## src/rtl/vote_hist.sv

```systemverilog
// Vote histogram: accumulates per-bin classification votes into saturating
// counters, freezes them for the max scanner, then clears and re-arms.
module vote_hist #(
  parameter int NUM       = 18,
  parameter int CW        = 7,
  parameter int FRAME_LEN = 100,
  parameter int SCAN_TO   = 63
) (
  input  logic              clk,
  input  logic              reset_n,
  input  logic              i_vote_valid,
  input  logic [4:0]        i_vote_idx,
  input  logic              i_frame_end,
  input  logic              i_scan_done,
  output logic              o_ready,
  output logic [NUM*CW-1:0] o_cnt,
  output logic              o_scan_en,
  output logic [7:0]        o_total,
  output logic              o_err
);

  localparam int SW = $clog2(SCAN_TO + 1);

  typedef enum logic [1:0] {
    ST_ACCUM,
    ST_SCAN,
    ST_CLEAR
  } state_e;

  state_e        state_q;
  logic [SW-1:0] scan_cnt_q;
  logic [CW-1:0] cnt_q [NUM];
  logic [CW-1:0] cnt_d [NUM];
  logic [7:0]    total_q;
  logic [7:0]    total_d;
  logic [7:0]    total_inc;
  logic          ready_q;
  logic          scan_en_q;
  logic          err_q;

  logic          idx_in_range;
  logic          vote_ok;
  logic          close_frame;
  logic          scan_timeout;
  logic          err_event;

  // NOTE: combinational blocks use blocking '=' so later lines see the values
  // just computed; only clocked blocks use '<='.
  always_comb begin
    idx_in_range = ({1'b0, i_vote_idx} < 6'(NUM));
    vote_ok      = (state_q == ST_ACCUM) && i_vote_valid && idx_in_range;
    total_inc    = total_q + 8'd1;
    close_frame  = (state_q == ST_ACCUM) &&
                   (i_frame_end || (vote_ok && (total_inc == 8'(FRAME_LEN))));
    scan_timeout = (state_q == ST_SCAN) && !i_scan_done &&
                   (scan_cnt_q == SW'(SCAN_TO - 1));
    // Any number of coincident error causes collapse into one pulse.
    err_event    = (i_vote_valid && ((state_q != ST_ACCUM) || !idx_in_range)) ||
                   scan_timeout;
  end

  // NOTE: every output of this block gets a default first, so no path can
  // leave a value unassigned and infer a latch.
  always_comb begin
    cnt_d   = cnt_q;
    total_d = total_q;
    if (state_q == ST_CLEAR) begin
      for (int k = 0; k < NUM; k++) begin
        cnt_d[k] = '0;
      end
      total_d = '0;
    end else if (vote_ok) begin
      // Total counts every accepted vote, even when its bin is already full.
      total_d = total_inc;
      for (int k = 0; k < NUM; k++) begin
        if ((i_vote_idx == 5'(k)) && (cnt_q[k] != {CW{1'b1}})) begin
          cnt_d[k] = cnt_q[k] + CW'(1);
        end
      end
    end
  end

  // NOTE: the bin counters are ordinary flops whose zero state is visible on
  // o_cnt, so unlike a RAM they are reset along with the FSM.
  always_ff @(posedge clk or negedge reset_n) begin
    if (!reset_n) begin
      state_q    <= ST_ACCUM;
      scan_cnt_q <= '0;
      ready_q    <= 1'b1;
      scan_en_q  <= 1'b0;
      err_q      <= 1'b0;
      total_q    <= '0;
      for (int k = 0; k < NUM; k++) begin
        cnt_q[k] <= '0;
      end
    end else begin
      err_q   <= err_event;
      cnt_q   <= cnt_d;
      total_q <= total_d;
      unique case (state_q)
        ST_ACCUM: begin
          if (close_frame) begin
            state_q    <= ST_SCAN;
            scan_cnt_q <= '0;
            ready_q    <= 1'b0;
            scan_en_q  <= 1'b1;
          end
        end
        ST_SCAN: begin
          if (i_scan_done || scan_timeout) begin
            state_q   <= ST_CLEAR;
            scan_en_q <= 1'b0;
          end else begin
            scan_cnt_q <= scan_cnt_q + SW'(1);
          end
        end
        ST_CLEAR: begin
          state_q <= ST_ACCUM;
          ready_q <= 1'b1;
        end
        default: begin
          state_q   <= ST_ACCUM;
          ready_q   <= 1'b1;
          scan_en_q <= 1'b0;
        end
      endcase
    end
  end

  always_comb begin
    o_cnt = '0;
    for (int k = 0; k < NUM; k++) begin
      o_cnt[k*CW +: CW] = cnt_q[k];
    end
  end

  assign o_ready   = ready_q;
  assign o_scan_en = scan_en_q;
  assign o_total   = total_q;
  assign o_err     = err_q;

endmodule

```

## config.mk

```make
export PLATFORM = sky130hd
export DESIGN_NAME = vote_hist
export DESIGN_NICKNAME = d
export VERILOG_FILES = /design/src/rtl/vote_hist.sv
export SDC_FILE = /design/constraint.sdc
export NUM_CORES = 1
export LEC_CHECK = 0
export ABC_AREA = 0
export ABC_CLOCK_PERIOD_IN_PS = 3000
export CAP_MARGIN = 20
export CELL_PAD_IN_SITES_DETAIL_PLACEMENT = 1
export CELL_PAD_IN_SITES_GLOBAL_PLACEMENT = 1
export CORE_MARGIN = 5
export CORE_UTILIZATION = 41
export CTS_BUF_LIST = sky130_fd_sc_hd__clkbuf_8
export DETAILED_ROUTE_END_ITERATION = 16
export PLACE_DENSITY = 0.83
export SLEW_MARGIN = 10
export SYNTH_ARGS = -nofsm -noshare
export SYNTH_HDL_FRONTEND = slang
export SYNTH_SLANG_ARGS = --single-unit
```

## constraint.sdc

```tcl
create_clock -name clk -period 3 [get_ports clk]
set_input_delay 0.6 -clock clk [delete_from_list [all_inputs] [get_ports clk]]
set_output_delay 0.6 -clock clk [all_outputs]
set_load 0.005 [all_outputs]
```

==> summary.txt <==
CTS
  – CTS root buffer: clkbuf_8
  – Clock insertion delay at the later pin of the skew report: 460 ps
  – Number of buffers added by the clock tree synthesis step: 17
  – Clock-pin slew on the worst setup and hold paths: 90 ps
  – TritonCTS clock tree: done
  – Clock sink count: 145
  – Maximum buffer depth of the clock tree: 2
  – CTS Hold Buffers Added: 0
  – Maximum level of the CTS H-tree: 4
  – PostCTS Resize Cnt: 0
  – Post-CTS setup buffer count: 0

Timing
  – Worst clock skew on the final layout: 17.49 ps
  – Slew Limit Headroom: 51.00%
  – Total negative slack for setup checks: 0 ps
  – Slew at the pin closest to its max-slew limit: 735.0 ps
  – Unrepaired setup endpoints after global routing: false
  – Final Critical Period: 2406 ps
  – Final count of negative-setup-slack endpoints: 0
  – Worst hold slack across all endpoints: 170.4 ps
  – Final period util: 80.20%
  – Max frequency: 0.4156 GHz
  – Final Max Tran Viols: 0
  – Final Hold Vio Count: 0

Worst setup path
  – Register-to-register path setup slack: 690 ps
  – Data arrival time of the critical path: 2760 ps
  – WP data required: 3350 ps
  – Family with the most delay on the worst path: simple AND/OR/NAND/NOR gates
  – Endpoint type of the worst setup path: register
  – Length in cells of the worst reg-to-reg path: 7
  – Crit path launch type: primary input
  – Series of cell instances along the critical path: clkdlybuf4s50_1 -> buf_4 -> nor4b_1 -> buf_4 -> nand3_1 -> nor4_1 -> xnor2_1 -> nor2_1
  – FF-to-FF End: o_cnt[80]
  – Critical Path Max Stage Delay: 560 ps
  – WP buf/inv: 3
  – Source of the worst register-to-register timing path: state_q[0]
  – Slowest-stage cell, CP: nor4_1
  – Worst setup path class: primary input to register
  – Critical Path Most Common Cell: buf_4
  – Peak fanout along the critical path: 7

Placement
  – Number of buffer cells added on primary ports: 146
  – Detailed Place HPWL: 15.68 mm
  – Number of cells after detailed placement: 1140
  – Final GP Congestion: 0.8065

Floorplanning
  – Die Y: 144.2 um
  – Full die area: 0.02081 mm2
  – DIE WIDTH: 144.2 um
  – Boundary pin count: 147
  – Starting density of the core: 41.41%
  – Rows: 49
  – Core area: 0.01784 mm2

Yosys
  – Commonest register cell after synthesis: dfrtp_1
  – Yosys reg bits: 145
  – Synth Area per Inst: 9.558 um2
  – Top cell type's share of synthesized area: 48.77%
  – Synthesized Nets: 805
  – Largest cells by area after synthesis: dfrtp_1, xor2_1, nand3_1
  – Cell accounting for the most synthesized area: dfrtp_1
  – Share of flip-flops with an asynchronous set or reset: 100.0%
  – Warning count from the yosys run: 0
  – Mapped Cells: 773
  – Count of flip-flops with a built-in enable after synthesis: 0
  – Netlist Area Pre-Place: 0.007388 mm2
  – Seq/Total Area, Yosys: 49.13%
  – Distinct cell type count after synthesis: 56

Power and ir drop
  – Power per Cell Area: 518.2 mW/mm2
  – VDD IR max: 0.0002952 V
  – Leakage power of the design: 4.251 nW
  – Total power consumption of the routed design: 0.004987 W

Cells and area
  – Leading cell types in the layout, fill and taps excluded: clkdlybuf4s50_1, dfrtp_1, nor2_1
  – Fin cells: 1172
  – Final net count: 962
  – Layout cells sized above 1: 7.006%
  – Fill cell count: 2031
  – Leading cell type in the layout, fill and taps excluded: clkdlybuf4s50_1
  – Layout area overhead: 30.25%

Global routing
  – Wire length of the first global-routing pass: 35.57 mm
  – Grt total ovfl: 0
  – Pin count of the biggest net entering global routing: 79
  – Via count of the first global-routing pass: 6735
  – Initial antenna violation count: 1
  – Total GRT Usage: 21.58%

Hold path
  – Type of the worst min-delay path: primary input to async pin

Detailed routing
  – Routed wire length: 22.08 mm
  – Drt drc: 0
  – Number of design-rule violations left by the first detailed-router iteration: 304
  – Post-route antenna net violation count: 0
  – Average vias per placed instance: 5.532
  – Via count: 6483
  – Pre-antenna DRT Iters: 4
  – Average wire length per cell after detail routing: 18.84 um

Outcome
  – Status: complete, no violations

Run
  – Number of violations of the max-capacitance limit: 0
## flip-flops by register name, summed over array words and instances (netlist names)
signal,flops
o_cnt,126
o_err,1
o_ready,1
o_scan_en,1
o_total,8
scan_cnt_q,6
state_q,2
## final cells by class
| type | instances | area [um2] | area share [%] |
|---|---|---|---|
| Antenna cell | 1 | 2.502 | 0.02600 |
| Clock buffer | 21 | 289.0 | 3.004 |
| Clock inverter | 10 | 132.6 | 1.378 |
| Inverter | 20 | 75.07 | 0.7801 |
| Multi-Input combinational cell | 582 | 3597 | 37.38 |
| Sequential cell | 145 | 3630 | 37.72 |
| Tap cell | 229 | 286.5 | 2.978 |
| Timing Repair Buffer | 164 | 1610 | 16.73 |
## cells in the mapped netlist (2+ instances only)
library cell,number
nor2_2,2
clkbuf_1,21
buf_1,3
nand3_1,83
dfrtp_1,144
nor4_1,10
nor3b_1,5
inv_1,20
or3_1,2
a41oi_1,15
o21a_1,13
nand2b_1,5
nor3_1,17
ha_1,22
nand2_1,77
and3_1,30
a21oi_1,9
nor2_1,100
nand4_1,17
a31o_2,3
xnor2_1,23
a21o_1,3
a41o_1,2
o21ai_0,30
and4_1,9
xor2_1,53
nor4b_1,2
or2_2,2
o31ai_1,9
o211ai_1,2
mux2i_1,11
and2_1,5
## power breakdown
part           internal (W)  total, W  switching [W]  leakage (nW)
sequential          0.00208   0.00225       0.000163          2.01
clock              0.000902   0.00168       0.000776         0.215
combinational      0.000407   0.00106       0.000655          2.03
## stage by stage
step,util [%],setup WS (ps),area [um2]
finish,53.94,594.1,9623
CTS,53.92,607.5,9620
detailed placement,51.56,138.1,9199
global route,53.94,467.2,9623
floorplan,-,713.5,7388
global placement,51.56,189.7,9199
## metal layers
layer | global-route usage (%) | routed length (um) | vias up
met2 | 34.81 | 10580 | 132
met1 | 28.86 | 10040 | 3275
met3 | 5.589 | 1168 | 24
met4 | 6.284 | 293 | 0
li1 | - | - | 3052
met5 | 0 | 0 | -
## worst max-delay path by stage
| stage | startpoint | cells after the start | end | slack, ps |
|---|---|---|---|---|
| final | i_vote_valid | 8 | o_cnt[80] | 590 |
| after global routing | i_vote_valid | 8 | o_cnt[80] | 470 |
| after floorplan | i_vote_idx[4] | 6 | o_cnt[75] | 710 |
| after CTS | i_vote_valid | 8 | o_cnt[21] | 610 |
| after detailed placement | i_vote_idx[4] | 6 | o_cnt[75] | 140 |
| after global placement | i_vote_idx[4] | 6 | o_cnt[75] | 190 |
## cell families (layout without fill, tap and decap cells)
family / Yosys count / after routing / share of synthesized area [%]
other: 0 / 1 / 0
adders and majority gates: 22 / 22 / 3.726
and+or+nand+nor: 376 / 376 / 25.11
DFF: 145 / 145 / 49.13
xor gates and xnor gates: 76 / 76 / 9.009
muxes: 12 / 12 / 1.643
AOI/OAI and AO/OA: 96 / 96 / 8.925
buffers and inverters: 46 / 215 / 2.455
Power figures use the tool's default switching activity.
